===== config.mk =====
export PLATFORM = sky130hd
export DESIGN_NAME = gui_tool_ctrl
export DESIGN_NICKNAME = d
export VERILOG_FILES = /design/src/rtl/gui_tool_ctrl.sv
export SDC_FILE = /design/constraint.sdc
export NUM_CORES = 1
export LEC_CHECK = 0
export CAP_MARGIN = 15
export CORE_MARGIN = 2
export CORE_UTILIZATION = 34
export DETAILED_ROUTE_END_ITERATION = 6
export GPL_TIMING_DRIVEN = 0
export PLACE_DENSITY = 0.46
export SYNTH_ARGS = -nofsm -noshare
export SYNTH_HDL_FRONTEND = slang
export SYNTH_SLANG_ARGS = --single-unit

===== constraint.sdc =====
create_clock -name clk_in -period 4.6 [get_ports clk_in]
set_input_delay 0.46 -clock clk_in [delete_from_list [all_inputs] [get_ports clk_in]]
set_output_delay 0.46 -clock clk_in [all_outputs]
set_load 0.05 [all_outputs]

===== src/rtl/gui_tool_ctrl.sv =====
// Drawing-tool control: debounced buttons with auto-repeat step the pending colour/width,
// which are committed to the GUI at frame start; a separate FSM handles the canvas clear.
module gui_tool_ctrl #(
  parameter int unsigned REPEAT_DELAY  = 37_125_000,
  parameter int unsigned REPEAT_PERIOD = 9_281_250,
  parameter int unsigned NUM_COLORS    = 9
) (
  input  logic       clk_in,
  input  logic       rst_in,
  input  logic       btn_color_next,
  input  logic       btn_color_prev,
  input  logic       btn_width_up,
  input  logic       btn_width_dn,
  input  logic       btn_clear,
  input  logic       frame_start,
  input  logic       clear_ack,
  output logic [3:0] cursor_color,
  output logic [2:0] stroke_width,
  output logic       gui_update,
  output logic       clear_req
);

  localparam logic [31:0] Delay    = 32'(REPEAT_DELAY);
  localparam logic [31:0] Period   = 32'(REPEAT_PERIOD);
  localparam logic [31:0] CntMax   = 32'hFFFF_FFFF;
  localparam logic [3:0]  ColorMax = 4'(NUM_COLORS - 1);

  typedef enum logic [1:0] {StIdle, StReq, StWaitRel} clr_state_e;

  // Step buttons: [0] colour next, [1] colour prev, [2] width up, [3] width down.
  logic [3:0]  btn_raw;
  logic [3:0]  step_btn_q;
  logic [31:0] hold_cnt_q [4];
  logic [31:0] next_evt_q [4];
  logic [3:0]  step_ev;
  logic        clr_btn_q, clr_btn_prev_q;
  logic [3:0]  pending_color_q, pending_color_d;
  logic [2:0]  pending_width_q, pending_width_d;
  clr_state_e  clr_state_q;

  assign btn_raw = {btn_width_dn, btn_width_up, btn_color_prev, btn_color_next};

  // next_evt_q holds the hold count of the upcoming repeat event, avoiding a modulo.
  always_comb begin
    for (int i = 0; i < 4; i++) begin
      step_ev[i] = step_btn_q[i] && (hold_cnt_q[i] == next_evt_q[i]);
    end
  end

  always_comb begin
    pending_color_d = pending_color_q;
    if (step_ev[0] && !step_ev[1]) begin
      pending_color_d = (pending_color_q == ColorMax) ? 4'd0 : pending_color_q + 4'd1;
    end else if (step_ev[1] && !step_ev[0]) begin
      pending_color_d = (pending_color_q == 4'd0) ? ColorMax : pending_color_q - 4'd1;
    end
  end

  always_comb begin
    pending_width_d = pending_width_q;
    if (step_ev[2] && !step_ev[3]) begin
      if (pending_width_q != 3'd7) pending_width_d = pending_width_q + 3'd1;
    end else if (step_ev[3] && !step_ev[2]) begin
      if (pending_width_q != 3'd1) pending_width_d = pending_width_q - 3'd1;
    end
  end

  always_ff @(posedge clk_in) begin
    if (rst_in) begin
      step_btn_q      <= '0;
      clr_btn_q       <= 1'b0;
      clr_btn_prev_q  <= 1'b0;
      for (int i = 0; i < 4; i++) begin
        hold_cnt_q[i] <= '0;
        next_evt_q[i] <= '0;
      end
      pending_color_q <= 4'd1;
      pending_width_q <= 3'd1;
      cursor_color    <= 4'd1;
      stroke_width    <= 3'd1;
      gui_update      <= 1'b0;
      clr_state_q     <= StIdle;
      clear_req       <= 1'b0;
    end else begin
      step_btn_q     <= btn_raw;
      clr_btn_q      <= btn_clear;
      clr_btn_prev_q <= clr_btn_q;
      for (int i = 0; i < 4; i++) begin
        if (!step_btn_q[i]) begin
          hold_cnt_q[i] <= '0;
          next_evt_q[i] <= '0;
        end else begin
          if (hold_cnt_q[i] != CntMax) hold_cnt_q[i] <= hold_cnt_q[i] + 32'd1;
          if (step_ev[i]) begin
            next_evt_q[i] <= (hold_cnt_q[i] == '0) ? Delay : next_evt_q[i] + Period;
          end
        end
      end

      pending_color_q <= pending_color_d;
      pending_width_q <= pending_width_d;

      // Commit takes the pre-step pending value; a coincident step lands next frame.
      if (frame_start) begin
        cursor_color <= pending_color_q;
        stroke_width <= pending_width_q;
        gui_update   <= (pending_color_q != cursor_color) || (pending_width_q != stroke_width);
      end else begin
        gui_update   <= 1'b0;
      end

      case (clr_state_q)
        StIdle: begin
          if (clr_btn_q && !clr_btn_prev_q) begin
            clr_state_q <= StReq;
            clear_req   <= 1'b1;
          end
        end
        StReq: begin
          if (clear_ack) begin
            clr_state_q <= StWaitRel;
            clear_req   <= 1'b0;
          end
        end
        StWaitRel: begin
          if (!clr_btn_q && !clear_ack) clr_state_q <= StIdle;
        end
        default: begin
          clr_state_q <= StIdle;
          clear_req   <= 1'b0;
        end
      endcase
    end
  end

endmodule


* Yosys cells after proc, flatten, opt, wreduce, memory -nomap -nowiden
Memories as Yosys holds them, arrays and structs flattened. Cells that the tools add are included.
Cells by class: mux-type cells 81, bitwise operators 18, add/sub/neg operators 12, equal/unequal tests 19, reductions and logical operators 31
Operators by type and width (number):
- $mux 32 | 20
- $add 32x1->32 const B | 4
- $add 32x24->32 const B | 4
- $eq 32x32->1 | 4
- $logic_not 32->1 | 4
- $ne 32x32->1 const B | 4
- $mux 1 | 48
- $mux 4 | 4
- $or 1x1->1 | 16
- $mux 3 | 4
- $logic_and 1x1->1 | 10
- $reduce_and 3->1 | 3
- $logic_not 1->1 | 7
- $mux 2 | 3
- $ne 2x2->1 const B | 3
- $pmux 2 s3 | 1
- $reduce_bool 2->1 | 3
- $add 4x1->4 const B | 1
- $eq 4x4->1 const B | 1
- $logic_not 4->1 | 1
- $ne 4x4->1 | 1
- $sub 4x1->4 const B | 1
- $add 3x1->3 const B | 1
- $ne 3x1->1 const B | 1
- other kinds (11) | 12
Word-level totals: output and inout port bits 9, input port bits 9, logic and storage cells 173, memories kept 2, register bits 24, bits in writable memories 256
Memories:
- hold_cnt_q | words 4, bits a word 32, read ports 4, clocked after memory_dff 0, wr ports 4, RTL line 33 | logic [31:0] hold_cnt_q [4];
- next_evt_q | words 4, bits a word 32, read ports 4, clocked after memory_dff 0, wr ports 4, RTL line 34 | logic [31:0] next_evt_q [4];

* Depth between registers and ports, before layout
Gate-level depths: netlist (run 1).
word-level depth 7, depth in mapped cells 12, depth with buffers taken out 10

* Worst setup path after synthesis (run 1)
Ideal clock, no wire load.
kind register to register, start point mem hold_cnt_q[1][0], end point mem hold_cnt_q[1][0] (enable), period minus slack after synthesis 3.021 ns, required time 3.970 ns, slack 1.579 ns, stages on the path, launching flop included 6, data arrival time 2.391 ns, library setup time 0.630 ns, buffers on the path 0, path through edfxtp_1 > ha_1 > inv_1 > nor3_2 > nor3b_2 > nand4_1
RTL lines (RTL line):
- from (decl) | 33

==> impl_metrics.toml, run 1 <==
[outcome]
status = "completed"

[clock_network]
postCtsSetupBuffers = 0
cts_tree = "yes"
cts_buffer_depth = 3
clock-sinks = 276
clk_pin_slew_ps = 60
root_buffer = "clkbuf_16"
ctsResizeCount = 0
htreeDepth = 2
numCtsBuffers = 36
hold_buffers = 0
insertion_delay_ps = 550

[floorplan]
num_rows = 81
die_h_um = 227
core-area_um2 = 49000
die_area_um2 = 51500
start_util_pct = 34.5
io_pins = 18
die_x_um = 227

[power_and_ir_drop]
ir_worst_vdd_v = 0.000182
power-per-cell-area_nw_per_um2 = 313
finalPower_mw = 5.99
p_leak_nw = 6.67

[routing]
viasPerCell = 5.16
first_pass_iters = 5
drtIter0Drc = 721
drc_errors = 0
finalWirelength_mm = 43.1
ant_nets = 0
wl_per_cell_um = 17.7
vias = 12600

[critical_path]
worstPathArrival_ps = 3410
cpMaxStageDelayCell = "nand2_1"
cp.required_ps = 4860
cpPeakStageDelay_ps = 720
worst-path-max-fanout = 17
crit_type = "in2reg"
crit_top_cell = "clkbuf_1"
crit_chain = "clkdlybuf4s50_1 -> clkbuf_1 -> clkbuf_1 -> nor2b_1 -> nand2_1 -> buf_16"
cp-end-kind = "register"
path_delay_family = "buffers and inverters"
path_buf_inv = 4
startpoint_type = "primary input"

[global_route]
grt_pass1_vias = 12500
grt_max_degree = 33
grt_pass1_wl_mm = 69.7
grt_use_total_pct = 17.2
overflow = 0
grt_antenna_before_repair = 0

[synth]
yosys.area.top_type = "edfxtp_1"
syn_nets = 1715
synth_top_area_share_pct = 44.8
synthFlopType = "edfxtp_1"
synthDistinctLibCells = 75
yosysWarnings = 0
synth_edf_count = 252
syn-cell-area_um2 = 16900
ys_seq_area_share_pct = 47.7
yosys-top-cells-area = "edfxtp_1 (45%), xnor2_1 (11%), xor2_1 (6.1%)"
async_reset_ff_share_pct = 0
avgSynthCellArea_um2 = 10.0
ys_ff_latch = 276
synth_cells = 1686

[finish]
final_nets = 1775
mostFrequentLayoutCells = "edfxtp_1 (252), nor2_1 (244), xnor2_1 (210), xor2_1 (118), nand2_1 (89)"
drive_above_1_share_pct = 7.22
finish.utilization_pct = 39.2
area_growth_pct = 13.5
mostFrequentLayoutCell = "edfxtp_1"
fillerInstances = 4888

[timing]
period_share_pct = 68.5
finClkSkew_ps = 10.2
finalHoldViolCount = 0
tightest_slew_ps = 914
setup_viol = 0
grt_setup_unrepaired = "false"
finalMaxSlewViolations = 0
setup_tns_ps = 0
maxSlewHeadroom_pct = 38.9
max_freq_ghz = 0.318
finalCriticalPeriod_ps = 3150

[min_path]
min_path_type = "in2reg"

[run]
maxCapViolations = 0

[placed_design]
portBuffers = 16
dp.final_hpwl_mm = 30.6
gp_congestion = 0.812
==> layout make-up <==
type	count	area, um^2	share of cell area (%)
multi-input combinational	1284	8310	43.3
sequential	276	8050	42.0
clock buffer	52	1010	5.28
tap	664	831	4.33
buffer	82	378	1.97
timing repair buffer	22	288	1.50
inverter	44	165	0.862
clock inverter	12	136	0.712
antenna	1	2.50	0.0131
==> synthesized netlist by cell type (40+ instances only) <==
master and number:
clkbuf_1 54, xor2_1 118, nor4_1 40, inv_1 44, nor2_1 244, nand4_1 67, a21oi_1 63, edfxtp_1 252
nand3_1 70, nand2_1 89, xnor2_1 210, o21ai_0 40
==> worst paths after layout <==
path / slack, ps / cells after the start / endpoint / start
setup / recovery: 1450 / 6 / next_evt_q[1][10]$_SDFFCE_PP0P_ / rst_in
hold reg to reg: 490 / 1 / clr_state_q[0]$_SDFFE_PP0P_ / clr_state_q[1]$_SDFFE_PP0P_
hold / removal: 470 / 3 / stroke_width[1]$_SDFFE_PP0P_ / frame_start
setup reg to reg: 1490 / 7 / hold_cnt_q[1][11]$_SDFFCE_PN0P_ / hold_cnt_q[1][0]$_SDFFCE_PN0P_
==> layer usage <==
layer	global-route usage (%)	vias to the layer above	routed length, um
met3	2.73	70	1650
li1	-	6177	-
met5	0	-	0
met4	6.09	0	1090
met1	24.2	6127	21100
met2	26.8	196	19200
==> state kept, by name (all words and copies together) (netlist names) <==
| name | count |
|---|---|
| next_evt_q | 124 |
| clear_req | 1 |
| clr_state_q | 2 |
| gui_update | 1 |
| step_btn_q | 4 |
| clr_btn_q | 1 |
| pending_width_q | 3 |
| stroke_width | 3 |
| clr_btn_prev_q | 1 |
| pending_color_q | 4 |
| cursor_color | 4 |
| hold_cnt_q | 128 |
==> kinds of logic (layout without fill, tap and decap cells) <==
group	count (synthesis)	in the layout	synth area share (%)
other	0	1	0
adder cells (fa/ha/maj)	20	20	1.48
buffers and inverters	126	212	3.22
flip-flops	276	276	47.7
multiplexers	6	6	0.356
AO/OA/AOI/OAI	200	200	7.68
XOR/XNOR	328	328	17.0
AND/OR/NAND/NOR	730	730	22.6
==> tightest hold or removal path: stages <==
cell and delay [ps]:
clkbuf_1 260, mux2i_1 190, nor2_1 70
==> where the power goes <==
group          switching, mW  internal (mW)  leakage [nW]  total [mW]
Combinational          0.190          0.139          2.89       0.330
Clock                   1.13           1.69         0.563        2.83
Sequential            0.0732           2.76          3.22        2.84
Total                   1.40           4.60          6.67        5.99
==> through the flow <==
step / setup slack (ps) / std cells / instance area [um^2] / hold WS (ps)
2_1_floorplan: 1580 / 1686 / 16900 / 444
3_3_place_gp: 119 / 2366 / 17900 / 471
3_5_place_dp: 780 / 2372 / 18000 / 478
4_1_cts: 1390 / 2436 / 19200 / 432
5_1_grt: 1140 / 2436 / 19200 / 478
6_report: 1450 / 2437 / 19200 / 472
No activity file was read; power rests on OpenSTA's default activity.
==> inputs of run 2 (changes only) <==
Clock period 4.6 ns to 3.15 ns, I/O delays scaled along.
==> run 2 against run 1 <==
Against the previous run: core utilization is essentially flat; sequential cell count is the same; wire length is essentially flat; worst setup slack lost 1300 ps; cell area is essentially flat; worst hold slack lost 140 ps; clock skew shrank 0.62 ps; largest power group unchanged.
==> impl_metrics.toml, run 2 (synthesized netlist as in run 1, its figures left out) <==
[outcome]
status = "completed"

[finish]
post-route-cell-area_um2 = 19200
regMostFlops = "hold_cnt_q"
largest_registers = "hold_cnt_q x128, next_evt_q x124"
largest_reg_flops = 128
area_growth_pct = 13.6
mostFrequentLayoutCell = "edfxtp_1"
mostFrequentLayoutCells = "edfxtp_1 (252), nor2_1 (244), xnor2_1 (210), xor2_1 (118), nand2_1 (87)"
drive_above_1_share_pct = 7.51
final_nets = 1774

[timing]
finClkSkew_ps = 9.61
setup_tns_ps = 0
tightest_slew_ps = 885
max_freq_ghz = 0.335
maxSlewHeadroom_pct = 41.0
setup_viol = 0
finalCriticalPeriod_ps = 2980
finalHoldViolCount = 0
finalMaxSlewViolations = 0
period_share_pct = 94.8
grt_setup_unrepaired = "false"

[min_path]
min_path_type = "in2reg"
whs_path_depth = 3
worstHoldStart = "frame_start"
whs_endpoint = "stroke_width[1]$_SDFFE_PP0P_"

[critical_path]
path_delay_family = "simple AND/OR/NAND/NOR gates"
cp-end-kind = "register"
cpMaxStageDelayCell = "or2_2"
crit_type = "reg2reg"
worstPathArrival_ps = 3170
startpoint_type = "register"
r2r-start = "hold_cnt_q[2][4]$_SDFFCE_PN0P_"
cp.required_ps = 3340
worstRegToRegCells = 5
path_buf_inv = 0
crit_chain = "and3_1 -> and4_1 -> nand3_2 -> or4_1 -> or2_2"
r2r_end = "hold_cnt_q[2][15]$_SDFFCE_PN0P_"
cpPeakStageDelay_ps = 620
worst-path-max-fanout = 32
r2r_slack_ps = 170

[routing]
drc_errors = 0
ant_nets = 0
vias = 12600
finalWirelength_mm = 43.1
wl_per_cell_um = 17.7
viasPerCell = 5.15
drtIter0Drc = 749
first_pass_iters = 7

[floorplan]
start_util_pct = 34.5
die_x_um = 227
die_area_um2 = 51500
core-area_um2 = 49000
io_pins = 18
num_rows = 81
die_h_um = 227

[clock_network]
numCtsBuffers = 36
htreeDepth = 2
hold_buffers = 0
clock-sinks = 276
cts_buffer_depth = 3
insertion_delay_ps = 550
root_buffer = "clkbuf_16"
cts_tree = "yes"
clk_pin_slew_ps = 60

[power_and_ir_drop]
power-per-cell-area_nw_per_um2 = 456
p_leak_nw = 6.68
ir_worst_vdd_v = 0.000266
finalPower_mw = 8.76

[placed_design]
dp.final_hpwl_mm = 30.6
dpl_cell_area_um2 = 18000
gp_congestion = 0.812
portBuffers = 16

[global_route]
grt_pass1_vias = 12500
grt_use_total_pct = 17.2
overflow = 0
grt_max_degree = 33
grt_antenna_before_repair = 0
grt_pass1_wl_mm = 69.7

[run]
maxCapViolations = 0
-- run 2: changes by cell type in the layout (fill, tap and decap cells not counted), sizes merged --
cell	change
clkbuf	-3
buf	+2
-- run 2: per-layer routing --
| metal | share of wire [%] | global-route usage (%) |
|---|---|---|
| met1 | 49 | 24.2 |
| met2 | 45 | 26.8 |
| met3 | 3.5 | 2.73 |
| met4 | 2.5 | 6.09 |
| met5 | 0 | 0 |
-- run 2: final cells by class --
class	instances	area (um^2)
Buffer	79	367
Antenna cell	1	2.50
Clock inverter	12	136
Inverter	44	165
Timing Repair Buffer	24	303
Fill cell	4881	29800
Tap cell	664	831
Clock buffer	52	1010
Multi-Input combinational cell	1284	8320
Sequential cell	276	8050
-- run 2: worst max path at each step --
stage | start | end | slack [ps] | cells after the start
final | hold_cnt_q[2][4]$_SDFFCE_PN0P_ | hold_cnt_q[2][15]$_SDFFCE_PN0P_ | 170 | 5
after global routing | hold_cnt_q[2][2]$_SDFFCE_PN0P_ | hold_cnt_q[2][5]$_SDFFCE_PN0P_ | 8 | 5
after CTS | hold_cnt_q[1][0]$_SDFFCE_PN0P_ | hold_cnt_q[1][4]$_SDFFCE_PN0P_ | 3 | 7
after detailed placement | rst_in | next_evt_q[1][12]$_SDFFCE_PN0P_ | -520 | 6
after global placement | rst_in | hold_cnt_q[1][7]$_SDFFCE_PN0P_ | -1190 | 5
after floorplan | hold_cnt_q[1][0]$_SDFFCE_PN0P_ | hold_cnt_q[1][0]$_SDFFCE_PN0P_ | 130 | 5
-- run 2: metrics by stage --
stage,hold WS [ps],util (%),cells,setup WS (ps)
floorplan,443,-,1686,129
global placement,471,36.5,2366,-1190
detailed placement,478,36.8,2372,-525
CTS,287,39.2,2436,3.00
global route,333,39.2,2435,8.41
finish,327,39.2,2436,165
-- run 2: worst min-delay path: stages --
cell      delay (ps)
clkbuf_1         260
mux2i_1          190
nor2_1            70
-- run 2: where the power goes --
group / switching, mW / internal, mW / total, mW
sequential: 0.107 / 4.03 / 4.14
clock: 1.66 / 2.47 / 4.13
combinational: 0.279 / 0.204 / 0.483
total: 2.04 / 6.71 / 8.76
-- run 2: what timing repair did --
item	in CTS	in global routing
setup endpoints to repair	14	45
pin swaps	1	1
setup buffers	0	2
gates resized for setup	0	3
endpoints found under the hold margin	0	0
==> inputs of run 3 (changes only) <==
Settings changed: CORE_MARGIN 2 to 4.
==> run 3 against run 2 <==
Against the previous run: global-route usage shrank 1.3 points; core utilization shrank 0.21 points; sequential cell count is the same; die area grew 3.6%; sequential share of layout area grew 0.14 points; clock power shrank 4%; non-clock buffer count is the same; critical path type unchanged; register-to-register slack gained 20 ps; worst setup slack gained 24 ps; first-iteration DRC count grew 21%; worst hold slack gained 5.4 ps.
==> impl_metrics.toml, run 3 (synthesized netlist as in run 1, its figures left out) <==
[outcome]
status = "completed"

[finish]
final_nets = 1774
regMostFlops = "hold_cnt_q"
mostFrequentLayoutCells = "edfxtp_1 (252), nor2_1 (244), xnor2_1 (210), xor2_1 (118), nand2_1 (88)"
largest_reg_flops = 128
diodes = 0
area_growth_pct = 13.2
finish.utilization_pct = 39.0
largest_registers = "hold_cnt_q x128, next_evt_q x124"
multi_input_area_um2 = 8330
fillerInstances = 4926
mostFrequentLayoutCell = "edfxtp_1"
final_cells = 2433
drive_above_1_share_pct = 7.24
ff_latch_area_um2 = 8050
post-route-cell-area_um2 = 19100

[critical_path]
worst-path-max-fanout = 32
r2r-start = "hold_cnt_q[2][4]$_SDFFCE_PN0P_"
worstPathArrival_ps = 3140
crit_type = "reg2reg"
r2r_end = "hold_cnt_q[2][9]$_SDFFCE_PN0P_"
worstRegToRegCells = 5
cp.required_ps = 3330
startpoint_type = "register"
cp-end-kind = "register"
r2r_slack_ps = 190

[timing]
finalWorstSetupSlack_ps = 190
setup_tns_ps = 0
finalMaxSlewViolations = 0
finClkSkew_ps = 15.4
tightest_slew_ps = 957
grt_setup_unrepaired = "false"
finalCriticalPeriod_ps = 2960
max_freq_ghz = 0.338
period_share_pct = 94.0
finalHoldViolCount = 0
whs_ps = 333
maxSlewHeadroom_pct = 36.2
setup_viol = 0

[routing]
vias = 12400
viasPerCell = 5.12
ant_nets = 0
finalWirelength_mm = 42.6
wl_per_cell_um = 17.5
drtIter0Drc = 907
drc_errors = 0
first_pass_iters = 5

[global_route]
grt_antenna_before_repair = 0
grt_pass1_wl_mm = 69.3
grt_max_degree = 33
grt_pass1_vias = 12200
grt_use_total_pct = 15.9
overflow = 0

[placed_design]
gp_congestion = 0.774
dpl_cell_area_um2 = 18000
dp.final_hpwl_mm = 30.1
portBuffers = 16
pre_cts_ws_ps = -222
dp.cells = 2370

[floorplan]
io_pins = 18
die_h_um = 231
core-area_um2 = 49100
num_rows = 81
die_area_um2 = 53300
die_x_um = 231
start_util_pct = 34.4

[clock_network]
root_buffer = "clkbuf_16"
numCtsBuffers = 36
clk_pin_slew_ps = 60
cts_tree = "yes"
htreeDepth = 2
cts_buffer_depth = 3
insertion_delay_ps = 540
clock-sinks = 276
hold_buffers = 0

[min_path]
whs_path_depth = 3
whs_endpoint = "stroke_width[1]$_SDFFE_PP0P_"
min_path_type = "in2reg"
worstHoldStart = "frame_start"

[run]
maxCapViolations = 0

[power_and_ir_drop]
finalPower_mw = 8.59
ir_worst_vdd_v = 0.000278
power-per-cell-area_nw_per_um2 = 449
p_leak_nw = 6.64
-- run 3: cell types whose count changed in the layout (fill, tap and decap cells not counted), moves of 2 or more --
cell       before  now
clkinv_1        1    3
clkbuf_8        3    6
clkinv_2        7    4
bufinv_16       3    1
-- run 3: timing repair --
| item | 4_1_cts | 5_1_grt |
|---|---|---|
| gates resized for setup | 0 | 3 |
| endpoints found under the hold margin | 0 | 0 |
| setup endpoints to repair | 0 | 14 |
| buffers inserted | 0 | 2 |
-- run 3: area by class of cell --
class,count,area share [%]
Clock buffer,54,5.49
Clock inverter,8,0.321
Timing Repair Buffer,22,1.36
Tap cell,664,4.35
Multi-Input combinational cell,1284,43.6
Buffer,81,1.96
Inverter,44,0.864
Sequential cell,276,42.1
-- run 3: worst max-delay path by stage --
stage                                            to  cells after the start  slack (ps)                       startpoint
floorplan            hold_cnt_q[1][0]$_SDFFCE_PN0P_                      5         130   hold_cnt_q[1][0]$_SDFFCE_PN0P_
global placement     hold_cnt_q[1][7]$_SDFFCE_PN0P_                      5       -1090   hold_cnt_q[1][0]$_SDFFCE_PN0P_
detailed placement   next_evt_q[1][9]$_SDFFCE_PN0P_                      5        -220                           rst_in
CTS                  hold_cnt_q[3][2]$_SDFFCE_PN0P_                      5         170   hold_cnt_q[3][3]$_SDFFCE_PN0P_
global route        pending_color_q[2]$_SDFFE_PP0P_                     12          20  hold_cnt_q[1][22]$_SDFFCE_PN0P_
finish               hold_cnt_q[2][9]$_SDFFCE_PN0P_                      5         190   hold_cnt_q[2][4]$_SDFFCE_PN0P_
-- run 3: critical path, cell delays in order (launching register included) --
cell and delay [ps]:
edfxtp_1 550, and3_1 220, and4_1 380, nand3_2 190
or4_1 600, or2_2 630
-- run 3: metal layers --
metal	up-vias	global-route usage, %	routed length (um)
li1	6152	-	-
met5	-	0	0
met3	52	2.27	1440
met4	0	4.45	916
met1	6049	23.1	21100
met2	192	24.9	19100
-- run 3: where the power goes --
group | internal (mW) | total, mW | switching, mW
registers | 4.04 | 4.14 | 0.108
logic | 0.200 | 0.478 | 0.278
clock network | 2.37 | 3.97 | 1.60
